## src/rtl/pipe_stage_buf.sv

```systemverilog
// pipe_stage_buf: parametrised pipeline stage register with a valid/ready
// handshake and a 2-entry skid buffer (main + skid), so in_ready is a
// registered signal. Supports synchronous flush with NOP injection and a
// first-after-reset marker travelling alongside each entry.
// Optional macro PIPE_STAGE_STATS_EN builds a saturating downstream-stall
// counter on stall_cnt; without it stall_cnt is tied to zero.
module pipe_stage_buf #(
    parameter int                DATA_W  = 32,
    parameter logic [DATA_W-1:0] NOP_VAL = {DATA_W{1'b0}},
    parameter int                CNT_W   = 16
) (
    input  logic              clk,
    input  logic              rst,
    input  logic              flush,
    input  logic              in_valid,
    output logic              in_ready,
    input  logic [DATA_W-1:0] in_data,
    output logic              out_valid,
    input  logic              out_ready,
    output logic [DATA_W-1:0] out_data,
    output logic              out_first,
    output logic [CNT_W-1:0]  stall_cnt
);

    typedef enum logic [1:0] {
        ST_EMPTY = 2'd0,
        ST_ONE   = 2'd1,
        ST_FULL  = 2'd2
    } state_t;

    state_t              state_r;
    logic [DATA_W-1:0]   main_r;
    logic [DATA_W-1:0]   skid_r;
    logic                main_first_r;
    logic                skid_first_r;
    logic                first_arm_r;
    logic                in_ready_r;
    logic                out_valid_r;
    logic                accept_s;
    logic                deliver_s;

    // Handshake qualifiers; both use only registered readiness/validity.
    assign accept_s  = in_valid & in_ready_r;
    assign deliver_s = out_valid_r & out_ready;

    // Entry storage, occupancy state and registered handshake outputs.
    // Empty slots are always held at NOP_VAL with a cleared flag, so the
    // head register can drive out_data/out_first directly.
    always_ff @(posedge clk or negedge rst) begin
        if (!rst) begin
            state_r      <= ST_EMPTY;
            main_r       <= NOP_VAL;
            skid_r       <= NOP_VAL;
            main_first_r <= 1'b0;
            skid_first_r <= 1'b0;
            first_arm_r  <= 1'b1;
            in_ready_r   <= 1'b0;
            out_valid_r  <= 1'b0;
        end else if (flush) begin
            // Flush wins: drop everything, including a same-cycle accept.
            state_r      <= ST_EMPTY;
            main_r       <= NOP_VAL;
            skid_r       <= NOP_VAL;
            main_first_r <= 1'b0;
            skid_first_r <= 1'b0;
            in_ready_r   <= 1'b1;
            out_valid_r  <= 1'b0;
        end else begin
            case (state_r)
                ST_EMPTY: begin
                    in_ready_r <= 1'b1;
                    if (accept_s) begin
                        main_r       <= in_data;
                        main_first_r <= first_arm_r;
                        first_arm_r  <= 1'b0;
                        state_r      <= ST_ONE;
                        out_valid_r  <= 1'b1;
                    end else begin
                        out_valid_r  <= 1'b0;
                    end
                end
                ST_ONE: begin
                    if (accept_s && deliver_s) begin
                        main_r       <= in_data;
                        main_first_r <= first_arm_r;
                        first_arm_r  <= 1'b0;
                    end else if (accept_s) begin
                        skid_r       <= in_data;
                        skid_first_r <= first_arm_r;
                        first_arm_r  <= 1'b0;
                        state_r      <= ST_FULL;
                        in_ready_r   <= 1'b0;
                    end else if (deliver_s) begin
                        main_r       <= NOP_VAL;
                        main_first_r <= 1'b0;
                        state_r      <= ST_EMPTY;
                        out_valid_r  <= 1'b0;
                    end else begin
                        state_r      <= ST_ONE;
                    end
                end
                ST_FULL: begin
                    if (deliver_s) begin
                        main_r       <= skid_r;
                        main_first_r <= skid_first_r;
                        skid_r       <= NOP_VAL;
                        skid_first_r <= 1'b0;
                        state_r      <= ST_ONE;
                        in_ready_r   <= 1'b1;
                    end else begin
                        state_r      <= ST_FULL;
                    end
                end
                default: begin
                    state_r      <= ST_EMPTY;
                    main_r       <= NOP_VAL;
                    skid_r       <= NOP_VAL;
                    main_first_r <= 1'b0;
                    skid_first_r <= 1'b0;
                    in_ready_r   <= 1'b1;
                    out_valid_r  <= 1'b0;
                end
            endcase
        end
    end

    assign in_ready  = in_ready_r;
    assign out_valid = out_valid_r;
    assign out_data  = main_r;
    assign out_first = main_first_r;

`ifdef PIPE_STAGE_STATS_EN
    logic [CNT_W-1:0] stall_cnt_r;

    // Count cycles where a live head is held back by downstream; saturates.
    always_ff @(posedge clk or negedge rst) begin
        if (!rst) begin
            stall_cnt_r <= {CNT_W{1'b0}};
        end else if (out_valid_r && !out_ready && (stall_cnt_r != {CNT_W{1'b1}})) begin
            stall_cnt_r <= stall_cnt_r + {{(CNT_W-1){1'b0}}, 1'b1};
        end else begin
            stall_cnt_r <= stall_cnt_r;
        end
    end

    assign stall_cnt = stall_cnt_r;
`else
    assign stall_cnt = {CNT_W{1'b0}};
`endif

endmodule
```

## config.mk

```make
export PLATFORM = sky130hd
export DESIGN_NAME = pipe_stage_buf
export DESIGN_NICKNAME = d
export VERILOG_FILES = /design/src/rtl/pipe_stage_buf.sv
export SDC_FILE = /design/constraint.sdc
export NUM_CORES = 1
export LEC_CHECK = 0
export ABC_AREA = 1
export BUFFER_PORTS_ARGS = -buffer_cell sky130_fd_sc_hd__buf_2
export CAP_MARGIN = 20
export CORE_ASPECT_RATIO = 0.6
export CORE_MARGIN = 10
export CORE_UTILIZATION = 58
export DETAILED_ROUTE_END_ITERATION = 8
export PLACE_DENSITY_LB_ADDON = 0.1
export SLEW_MARGIN = 10
export SYNTH_ARGS = -nofsm -noshare
export SYNTH_HDL_FRONTEND = slang
export SYNTH_SLANG_ARGS = --single-unit
```

## constraint.sdc

```tcl
create_clock -name clk -period 4.5 [get_ports clk]
set_input_delay 1.125 -clock clk [delete_from_list [all_inputs] [get_ports clk]]
set_output_delay 1.125 -clock clk [all_outputs]
set_load 0.01 [all_outputs]
```

==> impl_metrics.ini, run 1 <==
[sta]
max_freq_mhz = 376
setup-tns-final_ns = 0
fin_worst_skew_ns = 0.00488
setup_violations = 0
hold_viol_final = 0
hold_ws_ns = 0.474
tightest_slew_ns = 0.886
period_needed_ns = 2.66
maxSlewViolCount = 0
fin_crit_sh_pct = 59.1
rsz0062_at_grt = false
relSlewSlack_pct = 40.9

[clock_network]
ctsResizeCount = 0
worstSkewPairLatency_ns = 0.34
clkSinkCount = 71
clk_pin_slew_ns = 0.07
cts_made_buffers = 9
cts_hold_buf = 0
cts_htree_levels = 3
cts_root_buf = clkbuf_8
cts_tree = yes
post-cts-setup-buffers = 0
cts_buffer_depth = 2

[logic_synthesis]
synthSimpleGateAreaFrac_pct = 37.0
syn_area_mm2 = 0.00362
muxShareOfSynthArea_pct = 0
syn_avg_cell_area_um2 = 7.35
synth_top_family_by_area = simple AND/OR/NAND/NOR gates
yosys.cell_types.count = 17
syn_inst = 492
synth_fa_ha_area_share_pct = 0
synth_xor_area_share_pct = 0
synth-seq-area-share_pct = 49.2
synth_compound_area_share_pct = 5.67
ys.warnings.count = 0
ys_seq_elements = 71

[placed_design]
io_buffer_count = 71
place_hpwl_mm = 6.05
gp_congestion = 0.902

[detailed_routing]
vias = 3413
ant_nets = 0
viasPerCell = 5.31
post-route-drc-count = 0
routed_wl_mm = 9.46
wire_per_inst_um = 14.7
drtPass1Iterations = 5
drtIter0Drc = 330

[hold_path]
hold_path_end = out_data[17]
holdPathStages = 2
hp-start = out_data[17]
hp-class = reg2reg

[run_status]
status = completed

[floorplan]
num_rows = 22
start_util_pct = 59.4
ioPinCount = 88
fp.dieH_um = 81.2
core_area_mm2 = 0.00608
dieArea_mm2 = 0.00990
fp.dieW_um = 122

[cells_and_area]
nets = 591
n_antenna_cell = 0
drive_above_1_share_pct = 19.1
area_growth_pct = 14.3

[power]
total_power_mw = 1.68
vdd_drop_max_mv = 0.238
p_leak_nw = 2.23
power_density_mw_per_mm2 = 406

[grt]
grt_pass1_wl_mm = 15.7
grt.total_usage_pct = 19.5
grt_pass1_vias = 3231
grt_max_degree = 72
globalRouteOverflowTotal = 0
antenna_found_initial = 0

[worst_setup_path]
startpoint_type = input port
critPathRequiredTime_ns = 4.70
arrival_ns = 2.86
r2r_cells = 8
path_max_fanout = 43
worstSetupPathType = in2reg
reg2reg_to = skid_r[4]
r2r_start = state_r[1]
ff2ff_setup_slack_ns = 2.23
end_kind = flip-flop

[job]
cap_violations = 0
## kinds of logic after synthesis
kind of cell / count (synthesis)
buf+inv: 50
other cells: 1
compound gates: 41
simple gates: 329
flops: 71
## layout by cell type (no fill, tap or decap), drive strengths merged
cell type and count:
clkbuf 12, nand2 252, inv 6, a21oi 3, nand3 66, clkinv 3
dfrtp 70, nor2 11, o21ai 38, conb 16, buf 80, bufinv 1
dfstp 1
## worst max-delay path, cell delays in order
cell and delay (ns):
buf_2 0.10, nand2_1 0.19, nand3_1 0.10, nand2_1 0.11
nand3_2 0.63, buf_4 0.46, nand2_1 0.07, o21ai_1 0.06
## registers in the layout, summed over array words and instances, names as in the netlist
register,flops
out_first,1
out_valid,1
out_data,32
skid_first_r,1
skid_r,32
first_arm_r,1
in_ready,1
state_r,2
## per-layer routing
metal | share of wire [%] | track usage [%] | vias to the layer above | wire (um)
met1 | 46 | 26.2 | 1595 | 4320
li1 | - | - | 1659 | -
met5 | 0 | 0 | - | 0
met2 | 44 | 29.5 | 150 | 4170
met4 | 0.88 | 4.62 | 0 | 83
met3 | 9.3 | 7.13 | 9 | 882
## cell type report
| type | count | area (um^2) |
|---|---|---|
| clock inverter | 4 | 45.0 |
| multi-input combinational | 386 | 1610 |
| tap | 84 | 105 |
| clock buffer | 12 | 145 |
| timing repair buffer | 80 | 425 |
| sequential | 71 | 1780 |
| fill | 521 | 1950 |
| inverter | 6 | 22.5 |
## worst max path at each step
stage	slack (ns)	endpoint	from	depth (start not counted)
4_1_cts	1.85	out_data[25]	out_ready	8
2_1_floorplan	2.39	out_data[3]	out_ready	7
6_report	1.84	skid_r[4]	out_ready	8
3_3_place_gp	1.55	out_data[25]	out_ready	8
5_1_grt	1.65	out_data[25]	out_ready	8
3_5_place_dp	1.48	out_data[25]	out_ready	8
## cell usage after synthesis
cell | instances | area, um^2
conb_1 | 1 | 3.75
inv_1 | 3 | 11.3
clkbuf_1 | 12 | 45.0
inv_2 | 3 | 11.3
o21ai_1 | 30 | 150
nor2_2 | 2 | 12.5
nand2_1 | 252 | 946
nand3_2 | 3 | 30.0
buf_4 | 18 | 135
nand3_1 | 63 | 315
buf_6 | 3 | 33.8
dfrtp_1 | 70 | 1750
o21ai_0 | 8 | 40.0
buf_2 | 11 | 55.1
nor2_1 | 9 | 33.8
a21oi_1 | 3 | 15.0
dfstp_2 | 1 | 26.3
## power breakdown
group,internal [mW],switching (mW),leakage (nW)
clock,0.269,0.229,0.100
sequential,0.718,0.0483,0.952
combinational,0.129,0.284,1.17
total,1.12,0.562,2.23
## per-stage QoR
stage	worst slack, ns	instances	util, %	instance area, um^2
after floorplan	2.39	507	-	3670
after global placement	1.55	627	64.8	3940
after detailed placement	1.48	627	64.8	3940
after CTS	1.85	643	68.0	4130
after global routing	1.65	643	68.0	4130
final	1.84	643	68.0	4130
No activity file was read; power rests on OpenSTA's default activity.
==> run 2: changes to the inputs <==
--- a/config.mk
+++ b/config.mk
@@ -10,7 +10,7 @@
 export CAP_MARGIN = 20
 export CORE_ASPECT_RATIO = 0.6
 export CORE_MARGIN = 10
-export CORE_UTILIZATION = 58
+export CORE_UTILIZATION = 53
 export DETAILED_ROUTE_END_ITERATION = 8
 export PLACE_DENSITY_LB_ADDON = 0.1
 export SLEW_MARGIN = 10
==> constraint.sdc (replaced) <==
create_clock -name clk -period 2.5 [get_ports clk]
set_input_delay 0.625 -clock clk [delete_from_list [all_inputs] [get_ports clk]]
set_output_delay 0.625 -clock clk [all_outputs]
set_load 0.01 [all_outputs]
==> impl_metrics.ini, run 2 (synthesized netlist as in run 1, its figures left out) <==
[run_status]
status = completed

[sta]
max_freq_mhz = 532
rsz0062_at_grt = false
setup_violations = 0
tightest_slew_ns = 0.638
setup-tns-final_ns = 0
hold_viol_final = 0
fin_crit_sh_pct = 75.2
final.setup.worst_slack_ns = 0.619
period_needed_ns = 1.88
maxSlewViolCount = 0
relSlewSlack_pct = 57.4
fin_worst_skew_ns = 0.00518

[clock_network]
cts_buffer_depth = 2
clk_pin_slew_ns = 0.06
worstSkewPairLatency_ns = 0.34
cts_tree = yes
ctsResizeCount = 0
cts_made_buffers = 9
clkSinkCount = 71
cts_hold_buf = 0
cts_htree_levels = 3
cts_root_buf = clkbuf_16
post-cts-setup-buffers = 0

[cells_and_area]
area_growth_pct = 17.7
layoutNonFillerInstCount = 649
drive_above_1_share_pct = 19.4
nets = 595
n_antenna_cell = 0
fin_util_pct = 64.0
n_fill_cell = 599
final_cell_mix = nand2_1 (252), dfrtp_1 (70), buf_2 (70)
final_common_cell = nand2_1

[grt]
top_usage_layer = met2
use_met2_pct = 26.6
grt_pass1_wl_mm = 16.6
grt.total_usage_pct = 18.7
grt_max_degree = 67
met1_usage_pct = 25.1
groute.layer.met3.usage_pct = 7.04
globalRouteOverflowTotal = 0
grt_pass1_vias = 3351
antenna_found_initial = 0

[placed_design]
preCtsSetupSlack_ns = 0.444
dp.cells = 634
io_buffer_count = 71
place_hpwl_mm = 6.33
gp_congestion = 0.866

[detailed_routing]
viasPerCell = 5.24
post-route-drc-count = 0
routed_wl_mm = 9.49
vias = 3402
drtIter0Drc = 351
wire_per_inst_um = 14.6
ant_nets = 0
drtPass1Iterations = 5

[worst_setup_path]
cpMaxStageDelayCell = buf_4
critPathRequiredTime_ns = 2.69
crit_cells = 7
cpMostUsedCell = nand2_1
end_kind = flip-flop
critical_path_buf_inv_count = 2
worstSetupPathType = reg2reg
path_max_fanout = 66
worstPathCellList = inv_2 > nand2_1 > nor2_2 > nand2_1 > nand3_2 > buf_4 > o21ai_0
arrival_ns = 2.07
crit_family = buffers and inverters
r2r_cells = 7
critPathMaxStageDelay_ns = 0.51
startpoint_type = flip-flop

[floorplan]
dieArea_mm2 = 0.0106
num_rows = 23
fp.dieH_um = 84.0
ioPinCount = 88
core_area_mm2 = 0.00665
fp.dieW_um = 127
start_util_pct = 54.4

[power]
power_density_mw_per_mm2 = 784
p_leak_nw = 2.28
vdd_drop_max_mv = 0.455

[job]
cap_violations = 0

[hold_path]
hp-class = in2async
run 2: changes by cell type in the layout (fill, tap and decap cells not counted):
cell       delta
buf_4         +4
bufinv_16     -1
clkbuf_1      +1
clkbuf_16     +9
clkbuf_8      -7
clkinv_2      -3
run 2: layout make-up:
type                    instances  area, um^2  area share, %
well taps                      87         109           2.56
flip-flops and latches         71        1780           41.8
inverters                       6        22.5          0.529
repair buffers                 84         455           10.7
multi-input cells             386        1610           37.9
clock buffers                  15         278           6.53
run 2: layer usage:
layer,share of wire [%],up-vias
met5,0,-
met4,1.2,0
met3,9.6,10
met2,43,123
met1,46,1598
li1,-,1671
run 2: per-stage QoR:
step / area [um^2] / total power [mW] / hold slack (ns)
CTS: 4260 / 3.36 / 0.288
global route: 4260 / 3.53 / 0.307
global placement: 3980 / 2.14 / 0.458
finish: 4260 / 3.33 / 0.263
detailed placement: 3980 / 2.15 / 0.459
floorplan: 3670 / 1.89 / 0.329
run 2: path summary, 6_finish.rpt:
kind | startpoint | end | slack [ns]
worst max register to register | state_r[1] | skid_r[31] | 0.62
worst max-delay path | state_r[1] | skid_r[31] | 0.62
max in group asynchronous | rst | skid_r[15] | 1.63
worst min-delay path | rst | out_data[27] | 0.26
min in group clk | out_data[11] | out_data[11] | 0.47
worst min register to register | out_data[11] | out_data[11] | 0.47
run 2: report_power, final:
group          switching, mW  internal [mW]  total [mW]
registers             0.0812           1.30        1.38
logic                  0.509          0.239       0.748
clock network          0.461          0.748        1.21
total                   1.05           2.28        3.33
==> run 3: changes to the inputs <==
--- a/config.mk
+++ b/config.mk
@@ -5,12 +5,12 @@
 export SDC_FILE = /design/constraint.sdc
 export NUM_CORES = 1
 export LEC_CHECK = 0
-export ABC_AREA = 1
+export ABC_AREA = 0
 export BUFFER_PORTS_ARGS = -buffer_cell sky130_fd_sc_hd__buf_2
 export CAP_MARGIN = 20
 export CORE_ASPECT_RATIO = 0.6
 export CORE_MARGIN = 10
-export CORE_UTILIZATION = 53
+export CORE_UTILIZATION = 55
 export DETAILED_ROUTE_END_ITERATION = 8
 export PLACE_DENSITY_LB_ADDON = 0.1
 export SLEW_MARGIN = 10
==> constraint.sdc (replaced) <==
create_clock -name clk -period 1.95 [get_ports clk]
set_input_delay 0.4875 -clock clk [delete_from_list [all_inputs] [get_ports clk]]
set_output_delay 0.4875 -clock clk [all_outputs]
set_load 0.01 [all_outputs]
==> impl_metrics.ini, run 3 <==
[run_status]
status = completed

[sta]
setup-tns-final_ns = 0
rsz0062_at_grt = false
fin_crit_sh_pct = 93.4
hold_viol_final = 0
setup_violations = 0
maxSlewViolCount = 0
period_needed_ns = 1.82
fin_worst_skew_ns = 0.00925
max_freq_mhz = 549

[detailed_routing]
viasPerCell = 6.06
post-route-drc-count = 0
vias = 3533
ant_nets = 0
routed_wl_mm = 11.3
wire_per_inst_um = 19.4
drtIter0Drc = 368
drtPass1Iterations = 5

[floorplan]
core_area_mm2 = 0.00721
fp.dieH_um = 86.6
ioPinCount = 88
start_util_pct = 56.4
fp.dieW_um = 131
num_rows = 24
dieArea_mm2 = 0.0113

[logic_synthesis]
ys.flop_type = dfrtp_1
synth_most_common_cell = dfrtp_1
yosysTopAreaCellShare_pct = 43.1
ys_top_cells_by_area = dfrtp_1 (43%), mux2i_1 (16%), a22oi_1 (6.3%), nand2b_1 (5.5%), o22ai_1 (5.2%)
ys.warnings.count = 0
synth_edf_count = 0
async_flop_share_pct = 100
synth_common_cells = dfrtp_1 (70), mux2i_1 (66), nand2b_1 (36), nand2_1 (35), nor2_1 (35)
yosys.area.top_type = dfrtp_1
ys_seq_elements = 71
syn_area_mm2 = 0.00406
yosys.cell_types.count = 30
synth-seq-area-share_pct = 43.8
syn_inst = 422
syn_avg_cell_area_um2 = 9.63

[clock_network]
clk_pin_slew_ns = 0.06
worstSkewPairLatency_ns = 0.33
cts_made_buffers = 9
cts_buffer_depth = 2
clkSinkCount = 71
cts_root_buf = clkbuf_16
cts_htree_levels = 3
cts_tree = yes

[worst_setup_path]
critPathMaxStageDelay_ns = 0.44
crit_cells = 6
crit_family = buffers and inverters
critical_path_buf_inv_count = 2
arrival_ns = 2.08
cpMaxStageDelayCell = dfrtp_2
path_max_fanout = 20
worstPathCellList = buf_4 > nand4b_1 > o221ai_4 > buf_12 > a22oi_1 > nor2_1
end_kind = flip-flop
r2r_cells = 6
worstSetupPathType = reg2reg
startpoint_type = flip-flop
critPathRequiredTime_ns = 2.21

[job]
cap_violations = 0

[placed_design]
io_buffer_count = 71
dp.cells = 563
gp_congestion = 0.866
post_dp_cell_area_mm2 = 0.00444
place_hpwl_mm = 7.22

[grt]
groute.layer.met3.usage_pct = 6.95
grt.total_usage_pct = 19.7
antenna_found_initial = 0
grt_pass1_wl_mm = 17.8
top_usage_layer = met2
globalRouteOverflowTotal = 0
use_met2_pct = 29.2
met1_usage_pct = 26.9
grt_max_degree = 53
grt_pass1_vias = 3435

[cells_and_area]
drive_above_1_share_pct = 23.6
final_cell_mix = buf_2 (70), dfrtp_1 (69), mux2i_1 (66)
n_antenna_cell = 0
fin_area_mm2 = 0.00484
nets = 524
n_fill_cell = 599
area_growth_pct = 19.1
layoutNonFillerInstCount = 583
final_common_cell = buf_2

[hold_path]
hp-class = in2reg
holdPathStages = 3

[power]
total_power_mw = 4.16
power_density_mw_per_mm2 = 859
p_leak_nw = 2.12
vdd_drop_max_mv = 0.447
==> run 3: cell count changes after synthesis, moves of 3 or more <==
cell	before	now
a22oi_1	0	34
nand3_2	3	0
clkbuf_1	12	19
o21ai_0	8	2
inv_2	3	0
nor2_1	9	35
nand3_1	63	34
nand2_1	252	35
o22ai_1	0	34
mux2i_1	0	66
o21ai_1	30	0
nand2b_1	0	36
buf_6	3	6
==> run 3: tightest hold or removal path: stages <==
cell and delay (ns):
buf_2 0.11, nand2_1 0.05, mux2i_1 0.06
==> run 3: layer usage <==
metal | share of wire (%) | vias up
met5 | 0 | -
met4 | 1.2 | 0
met3 | 10 | 20
met2 | 44 | 169
met1 | 45 | 1742
li1 | - | 1602
==> run 3: path summary, 6_finish.rpt <==
kind | end | slack (ns) | start
min in group asynchronous | out_data[26] | 0.52 | rst
max reg2reg | out_data[14] | 0.13 | state_r[1]
min | skid_r[21] | 0.42 | in_data[21]
max | out_data[14] | 0.13 | state_r[1]
max in group asynchronous | state_r[1] | 0.90 | rst
min reg2reg | first_arm_r | 0.48 | first_arm_r
==> run 3: area by class of cell <==
cell class / count / area [um^2] / share of cell area [%]
Clock buffer: 13 / 270 / 5.58
Timing Repair Buffer: 93 / 576 / 11.9
Tap cell: 91 / 114 / 2.35
Inverter: 3 / 11.3 / 0.233
Clock inverter: 3 / 40.0 / 0.827
Multi-Input combinational cell: 309 / 2050 / 42.3
Sequential cell: 71 / 1780 / 36.8
==> run 3: power by group <==
| part | leakage [nW] | switching [mW] | internal (mW) | total [mW] |
|---|---|---|---|---|
| clock network | 0.156 | 0.608 | 1.09 | 1.70 |
| logic | 0.997 | 0.522 | 0.341 | 0.863 |
| registers | 0.966 | 0.0518 | 1.55 | 1.60 |
==> run 3: cell families (layout without fill, tap and decap cells) <==
group / Yosys count / after routing / synth area share (%)
AOI/OAI and AO/OA: 79 / 80 / 13.8
buffers and inverters: 58 / 112 / 8.50
DFF: 71 / 71 / 43.8
muxes: 66 / 66 / 16.3
other: 1 / 16 / 0.0923
and+or+nand+nor: 147 / 147 / 17.6
==> run 3: repair_timing <==
| action | in CTS | in global routing |
|---|---|---|
| setup endpoints to repair | 0 | 33 |
| hold buffers | 1 | 0 |
| endpoints found under the hold margin | 6 | 0 |
| resized for setup | 0 | 3 |
| setup buffers | 0 | 2 |
==> run 3: stage by stage <==
stage	setup slack [ns]	hold WS [ns]	util, %
after floorplan	0.444	0.192	-
after CTS	0.0149	0.409	66.1
after detailed placement	-0.00674	0.313	61.6
after global routing	0.0181	0.417	67.2
after global placement	0.00330	0.311	61.6
final	0.129	0.419	67.2
